===== src/rtl/modsel_pkg.sv =====
`default_nettype none
// ============================================================================
//  Module   : modsel_pkg
//  Purpose  : Shared types and codes for the modulator select controller:
//             sequencer states, CSR word addresses, waveform and modulation
//             select codes, and the auto-mode modulation step helper.
//  Revision : 1.0 - initial release
// ============================================================================
package modsel_pkg;

   typedef enum logic [1:0] {
      IDLE  = 2'd0,
      ARMED = 2'd1,
      APPLY = 2'd2
   } state_t;

   // CSR word addresses
   localparam logic [1:0] ADDR_SEL  = 2'd0;
   localparam logic [1:0] ADDR_CTRL = 2'd1;
   localparam logic [1:0] ADDR_STAT = 2'd2;
   localparam logic [1:0] ADDR_CNT  = 2'd3;

   // Modulation select codes
   localparam logic [3:0] MOD_NONE = 4'd0;
   localparam logic [3:0] MOD_BPSK = 4'd1;
   localparam logic [3:0] MOD_ASK  = 4'd2;

   // Carrier waveform select codes
   localparam logic [7:0] SIG_SIN    = 8'd0;
   localparam logic [7:0] SIG_COS    = 8'd1;
   localparam logic [7:0] SIG_SQUARE = 8'd2;
   localparam logic [7:0] SIG_SAW    = 8'd3;

   // Next modulation in the auto-mode rotation, wrapping back to MOD_NONE.
   function automatic logic [3:0] next_mod(input logic [3:0] cur, input int unsigned num);
      if ({28'd0, cur} + 32'd1 >= num)
         return MOD_NONE;
      else
         return cur + 4'd1;
   endfunction

endpackage
`default_nettype wire


===== src/rtl/modsel_dwell_counter.sv =====
`default_nettype none
// ============================================================================
//  Module   : modsel_dwell_counter
//  Purpose  : Counts waveform periods while auto mode is enabled and flags
//             the wrap on which the programmed dwell expires. A dwell of 0
//             behaves as a dwell of 1.
//  Revision : 1.0 - initial release
// ============================================================================
module modsel_dwell_counter #(
   parameter int DWELL_W = 16
) (
   input  logic               clk,
   input  logic               reset_n,
   input  logic               enable,
   input  logic               wrap,
   input  logic               clear,
   input  logic [DWELL_W-1:0] dwell,
   output logic               terminal
);

   localparam logic [DWELL_W-1:0] ONE = {{(DWELL_W-1){1'b0}}, 1'b1};

   logic [DWELL_W-1:0] r_count;
   logic [DWELL_W-1:0] w_dwell_eff;

   // Dwell expiry: a wrap arriving while the count sits at dwell-1.
   always_comb begin
      w_dwell_eff = (dwell == '0) ? ONE : dwell;
      terminal    = enable & wrap & ~clear & (r_count == (w_dwell_eff - ONE));
   end

   // Period counter: held at zero when disabled or cleared, restarts on expiry.
   always_ff @(posedge clk or negedge reset_n) begin
      if (!reset_n)
         r_count <= '0;
      else if (clear || !enable)
         r_count <= '0;
      else if (terminal)
         r_count <= '0;
      else if (wrap)
         r_count <= r_count + ONE;
   end

endmodule
`default_nettype wire


===== src/rtl/modulator_select_ctrl.sv =====
`default_nettype none
// ============================================================================
//  Module   : modulator_select_ctrl
//  Purpose  : Avalon-MM controlled sequencer for the waveform / modulation
//             selector. Requests are held pending and applied only on a
//             waveform period boundary (or an explicit force), so the DAC
//             path never switches mid-cycle. Optional auto mode rotates the
//             modulation every DWELL waveform periods.
//  Revision : 1.0 - initial release
// ============================================================================
module modulator_select_ctrl
   import modsel_pkg::*;
#(
   parameter int NUM_SIG = 4,
   parameter int NUM_MOD = 3,
   parameter int DWELL_W = 16
) (
   input  logic        clk,
   input  logic        reset_n,
   input  logic [1:0]  avs_address,
   input  logic        avs_write,
   input  logic [31:0] avs_writedata,
   input  logic        avs_read,
   output logic [31:0] avs_readdata,
   input  logic        period_wrap,
   output logic [7:0]  signal_selector,
   output logic [3:0]  modulation_selector,
   output logic        update_pending,
   output logic        update_done
);

   localparam logic [31:0] NUM_SIG_U = 32'(NUM_SIG);
   localparam logic [31:0] NUM_MOD_U = 32'(NUM_MOD);
   localparam logic [15:0] CNT_MAX   = 16'hFFFF;

   state_t              r_state;
   state_t              w_state_nxt;
   logic                r_rearm;
   logic                w_rearm_nxt;
   logic                w_load_pending;
   logic                w_load_auto;

   logic [7:0]          r_pend_sig;
   logic [3:0]          r_pend_mod;
   logic [7:0]          r_act_sig;
   logic [3:0]          r_act_mod;
   logic                r_auto_en;
   logic [DWELL_W-1:0]  r_dwell;
   logic                r_err;
   logic [15:0]         r_upd_cnt;
   logic [31:0]         r_readdata;

   logic                w_wr_sel;
   logic                w_wr_ctrl;
   logic                w_wr_stat;
   logic                w_wr_cnt;
   logic                w_sel_ok;
   logic                w_sel_valid;
   logic                w_sel_bad;
   logic                w_force;
   logic                w_auto_term;
   logic [31:0]         w_rd_mux;
   logic                unused_wdata_bits;

   // CSR write decode and SEL request validation.
   always_comb begin
      w_wr_sel    = avs_write && (avs_address == ADDR_SEL);
      w_wr_ctrl   = avs_write && (avs_address == ADDR_CTRL);
      w_wr_stat   = avs_write && (avs_address == ADDR_STAT);
      w_wr_cnt    = avs_write && (avs_address == ADDR_CNT);
      w_sel_ok    = ({24'd0, avs_writedata[7:0]}  < NUM_SIG_U) &&
                    ({28'd0, avs_writedata[11:8]} < NUM_MOD_U);
      w_sel_valid = w_wr_sel & w_sel_ok;
      w_sel_bad   = w_wr_sel & ~w_sel_ok;
      w_force     = w_wr_ctrl & avs_writedata[1];
   end

   assign unused_wdata_bits = ^avs_writedata[15:12];

   // Auto-mode period counter; any CTRL write restarts the dwell.
   modsel_dwell_counter #(
      .DWELL_W (DWELL_W)
   ) u_dwell (
      .clk      (clk),
      .reset_n  (reset_n),
      .enable   (r_auto_en),
      .wrap     (period_wrap),
      .clear    (w_wr_ctrl),
      .dwell    (r_dwell),
      .terminal (w_auto_term)
   );

   // Sequencer state register.
   always_ff @(posedge clk or negedge reset_n) begin
      if (!reset_n) begin
         r_state <= IDLE;
         r_rearm <= 1'b0;
      end else begin
         r_state <= w_state_nxt;
         r_rearm <= w_rearm_nxt;
      end
   end

   // Next-state and handshake outputs. A manual request that is already armed
   // owns the wrap, so an auto step landing on it (or on the APPLY cycle) is
   // dropped; the dwell counter restarts either way. A SEL write accepted on
   // the same edge that launches an apply becomes the next armed request.
   always_comb begin
      w_state_nxt    = r_state;
      w_rearm_nxt    = 1'b0;
      w_load_pending = 1'b0;
      w_load_auto    = 1'b0;
      update_pending = 1'b0;
      update_done    = 1'b0;
      case (r_state)
         IDLE: begin
            if (w_auto_term) begin
               w_state_nxt = APPLY;
               w_load_auto = 1'b1;
               w_rearm_nxt = w_sel_valid;
            end else if (w_sel_valid) begin
               w_state_nxt = ARMED;
            end
         end
         ARMED: begin
            update_pending = 1'b1;
            if (period_wrap || w_force) begin
               w_state_nxt    = APPLY;
               w_load_pending = 1'b1;
               w_rearm_nxt    = w_sel_valid;
            end
         end
         APPLY: begin
            update_done = 1'b1;
            w_state_nxt = (r_rearm || w_sel_valid) ? ARMED : IDLE;
         end
         default: w_state_nxt = IDLE;
      endcase
   end

   // Pending request, active selects, control and status registers.
   always_ff @(posedge clk or negedge reset_n) begin
      if (!reset_n) begin
         r_pend_sig <= '0;
         r_pend_mod <= '0;
         r_act_sig  <= '0;
         r_act_mod  <= '0;
         r_auto_en  <= 1'b0;
         r_dwell    <= '0;
         r_err      <= 1'b0;
         r_upd_cnt  <= '0;
      end else begin
         if (w_sel_valid) begin
            r_pend_sig <= avs_writedata[7:0];
            r_pend_mod <= avs_writedata[11:8];
         end
         if (w_load_pending) begin
            r_act_sig <= r_pend_sig;
            r_act_mod <= r_pend_mod;
         end else if (w_load_auto) begin
            r_act_mod <= next_mod(r_act_mod, NUM_MOD);
         end
         if (w_wr_ctrl) begin
            r_auto_en <= avs_writedata[0];
            r_dwell   <= avs_writedata[16 +: DWELL_W];
         end
         if (w_wr_stat)
            r_err <= 1'b0;
         else if (w_sel_bad)
            r_err <= 1'b1;
         if (w_wr_cnt)
            r_upd_cnt <= '0;
         else if ((w_load_pending || w_load_auto) && (r_upd_cnt != CNT_MAX))
            r_upd_cnt <= r_upd_cnt + 16'd1;
      end
   end

   // CSR read multiplexer; force is a strobe and always reads back as 0.
   always_comb begin
      w_rd_mux = '0;
      case (avs_address)
         ADDR_SEL:  w_rd_mux = {20'd0, r_pend_mod, r_pend_sig};
         ADDR_CTRL: begin
            w_rd_mux[16 +: DWELL_W] = r_dwell;
            w_rd_mux[0]             = r_auto_en;
         end
         ADDR_STAT: w_rd_mux = {12'd0, r_act_mod, r_act_sig, 6'd0, r_err, (r_state == ARMED)};
         ADDR_CNT:  w_rd_mux = {16'd0, r_upd_cnt};
         default:   w_rd_mux = '0;
      endcase
   end

   // Read data register: one cycle latency, holds between reads.
   always_ff @(posedge clk or negedge reset_n) begin
      if (!reset_n)
         r_readdata <= '0;
      else if (avs_read)
         r_readdata <= w_rd_mux;
   end

   assign avs_readdata        = r_readdata;
   assign signal_selector     = r_act_sig;
   assign modulation_selector = r_act_mod;

endmodule
`default_nettype wire

===== config.mk =====
export PLATFORM = sky130hd
export DESIGN_NAME = modulator_select_ctrl
export DESIGN_NICKNAME = d
export VERILOG_FILES = /design/src/rtl/modsel_pkg.sv /design/src/rtl/modsel_dwell_counter.sv /design/src/rtl/modulator_select_ctrl.sv
export SDC_FILE = /design/constraint.sdc
export NUM_CORES = 1
export LEC_CHECK = 0
export CAP_MARGIN = 20
export CORE_MARGIN = 2
export CORE_UTILIZATION = 59
export CTS_CLUSTER_DIAMETER = 80
export DETAILED_ROUTE_END_ITERATION = 12
export PLACE_DENSITY = 0.95
export SLEW_MARGIN = 25
export SYNTH_ARGS = -nofsm -noshare
export SYNTH_HDL_FRONTEND = slang
export SYNTH_SLANG_ARGS = --single-unit

===== constraint.sdc =====
create_clock -name clk -period 8 [get_ports clk]
set_input_delay 1.6 -clock clk [delete_from_list [all_inputs] [get_ports clk]]
set_output_delay 1.6 -clock clk [all_outputs]
set_load 0.02 [all_outputs]

==> flow_summary.yaml, run 1 <==
sta:
  rsz0062_at_grt: "no"
  fin_tns_setup_ps: 0
  slew_violations: 0
  setup_viol: 0
  fin_hold_ws_ps: 494
  finalHoldViolCount: 0
  min_period_ps: 6220
  fmax_ghz: 0.161
  fin_ws_ps: 1780
  fin_skew_ps: 14.6
  tightestPinTransition_ps: 969
  timing.final.crit_share_pct: 77.8
  slew-limit-headroom_pct: 35.4
global_route:
  antenna_found_initial: 0
  grt_pass1_vias: 4601
  grt-busiest-layer: "met2"
  grt_use_met2_pct: 44.9
  grt_util_met3_pct: 4.72
  grt_max_degree: 77
  overflow: 0
  grt_use_met1_pct: 42.7
  grt_pass1_wl_um: 23600
  grt.total_usage_pct: 29.4
finish:
  utilization_pct: 72.1
  drive_above_1_share_pct: 10.9
  area_growth_pct: 18.5
  multi_input_area_um2: 2730
  n_antenna_cell: 0
  nFillCells: 662
  instances_no_fill: 746
  seqCellArea_um2: 2730
  postLayoutCellArea_um2: 6690
  finalNetCount: 656
clock_tree:
  clkLatencyLatePin_ps: 380
  cts_resized: 0
  cts.sinks: 109
  postCtsHoldBufs: 0
  cts_setup_buffers: 0
  cts.path.max_buffers: 2
  htreeDepth: 3
  root_buffer: "clkbuf_8"
  cts_tree: "built"
  cts_buffers: 9
  clk_pin_slew_ps: 100
synthesis:
  synthCells: 548
  synth_seq_area_share_pct: 48.3
  synthTopCellsByCount: "109 x dfrtp_1, 52 x nand2_1, 47 x nor2_1, 25 x mux2_2, 22 x clkbuf_1"
  synth_most_common_cell: "dfrtp_1"
  synth_nets: 592
  synth_area_leaders: "dfrtp_1 48%, mux2_2 5.0%, nand2_1 3.5%, nor2_1 3.1%, a22o_1 2.6%"
  synth_top_area_cell: "dfrtp_1"
  synth.distinct_cells: 64
  async_reset_ff_share_pct: 100
  synth-main-ff-cell: "dfrtp_1"
  synth_edf_count: 0
  synth_top_area_share_pct: 48.3
  avgSynthCellArea_um2: 10.3
  yosysWarnings: 0
  netlist_area_um2: 5650
  ys_seq_elements: 109
critical_path:
  worst_r2r_path_depth: 12
  worstPathCellList: "clkdlybuf4s50_1, nor2b_1, nand2_1, nand3_1, a211oi_1, o2111ai_1, o41a_1, or4_1, a21oi_1"
  rrSetupSlack_ps: 3300
  crit_path_max_incr_delay_ps: 870
  required_ps: 8290
  cp_num_buf_inv: 1
  critPathLaunchType: "primary input"
  r2r-end: "r_upd_cnt[13]"
  critPathArrivalTime_ps: 6510
  critical_path_class: "in -> reg"
  worstPathMaxFanout: 26
  regToRegStartpoint: "r_dwell[6]"
  critical_path.top_delay_family: "simple AND/OR/NAND/NOR gates"
  endpoint_kind: "register"
  slowest_stage: "clkdlybuf4s50_1"
die:
  fp.dieW_um: 102
  die_h_um: 102
  coreArea_um2: 9280
  start_util_pct: 60.8
  num_io_pins: 85
  rows: 35
  dieArea_um2: 10400
run:
  drv_cap: 0
placement:
  placed_cell_area_um2: 6500
  dp.cells: 730
  numPortBuffers: 80
  globalplace.congestion: 0.899
  pre_cts_ws_ps: 1560
  dp_hpwl_um: 10400
drt:
  via_count: 4823
  routed_wl_um: 14600
  vias_per_cell: 6.47
  wl_per_cell_um: 19.6
  drtIter0Drc: 533
  ant_nets: 0
  drcViolationCount: 0
  dr.pass1.iters: 5
power:
  p_leak_nw: 2.94
  power_density_nw_per_um2: 169
  power_mw: 1.13
  ir_drop_mv: 0.0883
hold_path:
  holdCritPathClass: "reg -> reg"
  min_path_cells: 1
  holdCritStartpoint: "avs_readdata[14]"
  hold_path_end: "avs_readdata[14]"
status:
  status: "complete, no violations"
[worst reg2reg max path, delay by kind of cell, from the launching register on]
kind            cells  cell delay (ps)
fa+ha+maj           1              270
compound gates      6             1650
simple gates        5             2210
flops               1              480
[layer usage]
layer | vias to the layer above | share of wire [%]
met1 | 2361 | 42
met5 | - | 0
met4 | 0 | 2.5
li1 | 2151 | -
met2 | 270 | 47
met3 | 41 | 8.0
[sequential cells by signal, summed over array words and instances, names as in the netlist]
| name | cells |
|---|---|
| avs_readdata | 32 |
| r_dwell | 16 |
| r_upd_cnt | 16 |
| u_dwell.r_count | 16 |
| r_pend_sig | 8 |
| signal_selector | 8 |
| modulation_selector | 4 |
| r_pend_mod | 4 |
| r_state | 2 |
| r_auto_en | 1 |
| r_err | 1 |
| r_rearm | 1 |
[worst max-delay path by stage]
stage | start | endpoint | slack, ps | depth (start not counted)
6_report | avs_address[1] | r_upd_cnt[13] | 1780 | 9
5_1_grt | avs_address[1] | r_upd_cnt[13] | 1470 | 9
4_1_cts | avs_address[1] | r_upd_cnt[13] | 1950 | 9
3_5_place_dp | avs_address[1] | r_upd_cnt[13] | 1560 | 9
3_3_place_gp | avs_address[1] | r_upd_cnt[13] | 1770 | 9
2_1_floorplan | avs_address[0] | r_upd_cnt[6] | 3930 | 11
[layout by cell type, fill, tap and decap left out, types with 6 or more instances in the layout]
cell type	synthesis	final
or2_2	8	8
mux2i_1	11	11
inv_1	14	14
nand2_1	52	52
nor4_1	10	9
nand3_1	15	15
o311ai_0	10	10
nor3b_1	9	9
nor2_1	47	47
mux2_2	25	25
a22o_1	17	17
o21a_1	11	11
a21oi_1	10	10
xnor2_1	11	11
and2_1	13	13
o21ai_0	10	10
dfrtp_1	109	109
clkbuf_8	0	10
a221oi_1	15	15
and3_1	19	19
nor2b_1	6	6
or4_1	6	6
clkdlybuf4s50_1	0	79
nor3_1	7	7
[logic make-up (layout without fill, tap and decap cells)]
kind of cell | Yosys count | after routing | share of synthesized area, %
compound gates | 116 | 116 | 16.5
xor+xnor | 16 | 16 | 2.48
fa+ha+maj | 5 | 5 | 1.11
buf+inv | 46 | 115 | 3.55
flops | 109 | 109 | 48.3
mux | 37 | 37 | 7.33
simple gates | 219 | 219 | 20.7
[area by class of cell]
class | instances | area share, %
clock buffers | 10 | 2.06
clock inverters | 6 | 0.711
inverters | 14 | 0.785
multi-input cells | 393 | 40.7
flip-flops and latches | 109 | 40.8
well taps | 129 | 2.41
repair buffers | 85 | 12.5
[report_power, final]
| part | internal [mW] | switching (mW) | leakage, nW |
|---|---|---|---|
| logic | 0.0901 | 0.101 | 1.41 |
| clock network | 0.124 | 0.193 | 0.0864 |
| registers | 0.580 | 0.0453 | 1.44 |
| total | 0.794 | 0.339 | 2.94 |
(Power assumes the default switching activity.)
==> run 2: changes to the inputs <==
--- a/config.mk
+++ b/config.mk
@@ -7,10 +7,10 @@
 export LEC_CHECK = 0
 export CAP_MARGIN = 20
 export CORE_MARGIN = 2
-export CORE_UTILIZATION = 59
+export CORE_UTILIZATION = 49
 export CTS_CLUSTER_DIAMETER = 80
 export DETAILED_ROUTE_END_ITERATION = 12
-export PLACE_DENSITY = 0.95
+export PLACE_DENSITY = 0.87
 export SLEW_MARGIN = 25
 export SYNTH_ARGS = -nofsm -noshare
 export SYNTH_HDL_FRONTEND = slang
==> constraint.sdc (replaced) <==
create_clock -name clk -period 5.65 [get_ports clk]
set_input_delay 1.13 -clock clk [delete_from_list [all_inputs] [get_ports clk]]
set_output_delay 1.13 -clock clk [all_outputs]
set_load 0.02 [all_outputs]
==> run 2 against run 1 <==
  * Non-clock buffer count is 2 higher
  * Critical path depth grew 3
  * Clock skew is 4.5 ps lower
  * Largest power group unchanged
  * Sequential power rose by 41%
  * Register-to-register slack worse by 2300 ps
  * Total power is 61% higher
  * Die area increased by 20%
  * Sequential share of layout area decreased by 0.95 points
  * Combinational power increased by 41%
  * Core utilization down 12 points
==> flow_summary.yaml, run 2 (synthesis gave the netlist of run 1 again) <==
status:
  status: "complete, no violations"
drt:
  via_count: 4780
  wl_per_cell_um: 18.5
  vias_per_cell: 6.28
  ant_nets: 0
  dr.pass1.iters: 5
  routed_wl_um: 14100
  drtIter0Drc: 466
  drcViolationCount: 0
placement:
  globalplace.congestion: 0.950
  numPortBuffers: 80
  dp_hpwl_um: 9910
  pre_cts_ws_ps: 910
finish:
  final_cell_mix: "109 x dfrtp_1, 79 x clkdlybuf4s50_1, 52 x nand2_1, 47 x nor2_1, 25 x mux2_2"
  seqCellArea_um2: 2730
  finalNetCount: 658
  nFillCells: 899
  drive_above_1_share_pct: 10.8
  utilization_pct: 60.5
  mostFrequentLayoutCell: "dfrtp_1"
  multi_input_area_um2: 2730
  area_growth_pct: 21.3
  n_antenna_cell: 0
  largest_reg_flops: 32
clock_tree:
  postCtsHoldBufs: 0
  root_buffer: "clkbuf_16"
  cts_buffers: 9
  cts_setup_buffers: 0
  cts_resized: 0
  clk_pin_slew_ps: 70
  cts.path.max_buffers: 2
  cts_tree: "built"
  htreeDepth: 3
  cts.sinks: 109
  clkLatencyLatePin_ps: 350
critical_path:
  endpoint_kind: "register"
  critPathLaunchType: "register"
  required_ps: 5910
  worstPathMaxFanout: 21
  critical_path_class: "reg -> reg"
  critPathArrivalTime_ps: 4900
die:
  num_io_pins: 85
  start_util_pct: 49.9
  die_h_um: 111
  coreArea_um2: 11300
  fp.dieW_um: 111
  dieArea_um2: 12400
  rows: 39
sta:
  fin_ws_ps: 1010
  setup_viol: 0
  min_period_ps: 4640
  fin_skew_ps: 10.2
  fin_tns_setup_ps: 0
  finalHoldViolCount: 0
  slew_violations: 0
  tightestPinTransition_ps: 1030
  fmax_ghz: 0.215
  timing.final.crit_share_pct: 82.2
  rsz0062_at_grt: "no"
  slew-limit-headroom_pct: 31.0
hold_path:
  holdCritPathClass: "reg -> reg"
power:
  ir_drop_mv: 0.178
  power_density_nw_per_um2: 266
  p_leak_nw: 3.01
global_route:
  grt.total_usage_pct: 22.8
  grt_pass1_wl_um: 23200
  grt_max_degree: 73
  antenna_found_initial: 0
  overflow: 0
  grt_pass1_vias: 4596
run:
  drv_cap: 0
run 2: worst max-delay path, cell delays in order, from the launching register on:
cell	delay, ps
dfrtp_1	440
or4_1	650
nor4_1	430
a31oi_1	170
ha_1	260
or4b_1	330
o21ai_0	120
a32oi_1	210
a21o_1	150
nand4_1	170
o41a_1	790
or4_1	640
a21oi_1	180
run 2: cell type report:
class / count / area share, %
clock buffer: 11 / 3.54
tap: 143 / 2.61
inverter: 14 / 0.767
timing repair buffer: 87 / 12.4
sequential: 109 / 39.8
clock inverter: 4 / 1.06
multi-input combinational: 393 / 39.8
run 2: stage by stage:
| stage | hold slack (ps) | power (mW) | area (um^2) | cells |
|---|---|---|---|---|
| global route | 502 | 1.89 | 6850 | 761 |
| finish | 492 | 1.82 | 6850 | 761 |
| detailed placement | 480 | 1.16 | 6540 | 746 |
| floorplan | 453 | 1.04 | 5650 | 548 |
| global placement | 474 | 1.15 | 6540 | 746 |
| CTS | 496 | 1.82 | 6850 | 761 |
run 2: layer usage:
layer	vias up	GRT usage [%]	wire length, um
met5	-	0	0
met4	0	7.49	205
met2	191	35.2	6590
met3	21	4.03	978
met1	2413	33.0	6320
li1	2155	-	-
run 2: worst paths after layout:
path,start,endpoint,slack [ps],cells after the start
max,r_dwell[8],r_upd_cnt[13],1010,12
min,avs_readdata[14],avs_readdata[14],490,1
max reg2reg,r_dwell[8],r_upd_cnt[13],1010,12
min reg2reg,avs_readdata[14],avs_readdata[14],490,1
max in group asynchronous,reset_n,avs_readdata[20],3730,2
min in group asynchronous,reset_n,r_pend_sig[3],920,1
run 2: where the power goes:
group | switching, mW | internal, mW | total [mW]
clock | 0.271 | 0.398 | 0.668
sequential | 0.0593 | 0.823 | 0.882
combinational | 0.142 | 0.129 | 0.270
total | 0.472 | 1.35 | 1.82
==> run 3: changes to the inputs <==
--- a/config.mk
+++ b/config.mk
@@ -7,10 +7,10 @@
 export LEC_CHECK = 0
 export CAP_MARGIN = 20
 export CORE_MARGIN = 2
-export CORE_UTILIZATION = 49
+export CORE_UTILIZATION = 54
 export CTS_CLUSTER_DIAMETER = 80
 export DETAILED_ROUTE_END_ITERATION = 12
-export PLACE_DENSITY = 0.87
+export PLACE_DENSITY = 0.91
 export SLEW_MARGIN = 25
 export SYNTH_ARGS = -nofsm -noshare
 export SYNTH_HDL_FRONTEND = slang
==> constraint.sdc (replaced) <==
create_clock -name clk -period 4.45 [get_ports clk]
set_input_delay 0.89 -clock clk [delete_from_list [all_inputs] [get_ports clk]]
set_output_delay 0.89 -clock clk [all_outputs]
set_load 0.02 [all_outputs]
==> run 3 against run 2 <==
  * Clock power decreased by 9.1%
  * Global-route usage increased by 2.9 points
  * Worst setup slack got worse by 760 ps
  * Count of clock-buffer cells in the layout decreased by 1
  * Critical path type unchanged
==> flow_summary.yaml, run 3 (synthesis gave the netlist of run 1 again) <==
drt:
  via_count: 4862
  ant_nets: 0
  drtIter0Drc: 408
  vias_per_cell: 6.37
  dr.pass1.iters: 5
  drcViolationCount: 0
  wl_per_cell_um: 18.8
  routed_wl_um: 14300
finish:
  area_growth_pct: 20.7
  n_antenna_cell: 0
  utilization_pct: 66.6
  largest_reg_flops: 32
  mostFrequentLayoutCell: "dfrtp_1"
  final_cell_mix: "109 x dfrtp_1, 79 x clkdlybuf4s50_1, 52 x nand2_1, 47 x nor2_1, 25 x mux2_2"
  finalNetCount: 666
  drive_above_1_share_pct: 12.6
clock_tree:
  htreeDepth: 3
  cts_tree: "built"
  cts.path.max_buffers: 2
  postCtsHoldBufs: 0
  clkLatencyLatePin_ps: 380
  root_buffer: "clkbuf_8"
  clk_pin_slew_ps: 120
  cts.sinks: 109
  cts_buffers: 9
sta:
  setup_viol: 0
  timing.final.crit_share_pct: 94.4
  rsz0062_at_grt: "no"
  finalHoldViolCount: 0
  fin_hold_ws_ps: 470
  tightestPinTransition_ps: 1020
  slew_violations: 0
  slew-limit-headroom_pct: 32.2
  min_period_ps: 4200
  fin_tns_setup_ps: 0
  fin_skew_ps: 18.3
  fmax_ghz: 0.238
global_route:
  overflow: 0
  antenna_found_initial: 0
  grt_max_degree: 42
  grt.total_usage_pct: 25.7
  grt_pass1_vias: 4564
  grt_pass1_wl_um: 23000
status:
  status: "complete, no violations"
power:
  power_density_nw_per_um2: 305
  ir_drop_mv: 0.151
  p_leak_nw: 3.01
die:
  num_io_pins: 85
  start_util_pct: 55.2
  fp.dieW_um: 106
  die_h_um: 106
  dieArea_um2: 11300
  coreArea_um2: 10200
  rows: 37
critical_path:
  critPathLaunchType: "register"
  critical_path_class: "reg -> reg"
  critPathArrivalTime_ps: 4510
  worstPathMaxFanout: 16
  endpoint_kind: "register"
  required_ps: 4760
placement:
  dp_hpwl_um: 10200
  numPortBuffers: 80
  globalplace.congestion: 0.911
hold_path:
  holdCritPathClass: "in -> async"
run:
  drv_cap: 0
[run 3: cell types whose count changed in the layout (fill, tap and decap cells not counted), moves of 2 or more]
cell       delta
clkbuf_16     -9
buf_4         +7
clkbuf_8      +9
bufinv_16     -2
inv_6         +4
[run 3: per-stage QoR]
stage / setup slack (ps) / power (mW) / cells / instance area [um^2]
6_report: 249 / 2.08 / 763 / 6820
3_5_place_dp: 109 / 1.48 / 747 / 6600
4_1_cts: 85.4 / 2.08 / 763 / 6800
5_1_grt: 18.7 / 2.16 / 763 / 6820
3_3_place_gp: 165 / 1.46 / 747 / 6600
2_1_floorplan: 679 / 1.32 / 548 / 5650
[run 3: worst max-delay path, stage by stage (launching register included)]
cell	delay, ps
dfrtp_1	470
or4_1	650
nor4_2	350
a31oi_1	160
ha_1	260
or4b_1	320
o21ai_0	110
a32oi_1	200
a21o_1	140
nand4_1	170
o41a_4	610
or4_1	520
a21oi_1	150
[run 3: worst paths after layout]
kind | startpoint | endpoint | slack (ps) | cells after the start
min reg2reg | avs_readdata[13] | avs_readdata[13] | 500 | 1
max | r_dwell[6] | r_upd_cnt[13] | 250 | 12
min | reset_n | r_upd_cnt[14] | 470 | 1
min in group clk | avs_readdata[13] | avs_readdata[13] | 500 | 1
max reg2reg | r_dwell[6] | r_upd_cnt[13] | 250 | 12
max in group asynchronous | reset_n | r_pend_sig[1] | 3130 | 2
[run 3: what timing repair did]
item	4_1_cts	5_1_grt
endpoints found under the setup margin	0	14
buffers inserted	0	0
gates resized for setup	0	3
[run 3: power by group]
part	leakage, nW	internal (mW)	total, mW	switching [mW]
sequential	1.44	1.04	1.11	0.0701
clock	0.103	0.236	0.607	0.371
combinational	1.47	0.170	0.360	0.190
total	3.01	1.45	2.08	0.631
[run 3: area by class of cell]
| cell class | count | area [um^2] |
|---|---|---|
| multi-input combinational | 393 | 2740 |
| sequential | 109 | 2730 |
| clock buffer | 10 | 138 |
| tap | 136 | 170 |
| fill | 724 | 3420 |
| inverter | 14 | 52.6 |
| timing repair buffer | 95 | 923 |
| clock inverter | 6 | 62.6 |
[run 3: layer usage]
| layer | GRT usage, % | part of all wire [%] |
|---|---|---|
| met3 | 4.11 | 9.0 |
| met1 | 38.5 | 43 |
| met5 | 0 | 0 |
| met2 | 38.9 | 46 |
| met4 | 7.05 | 1.6 |
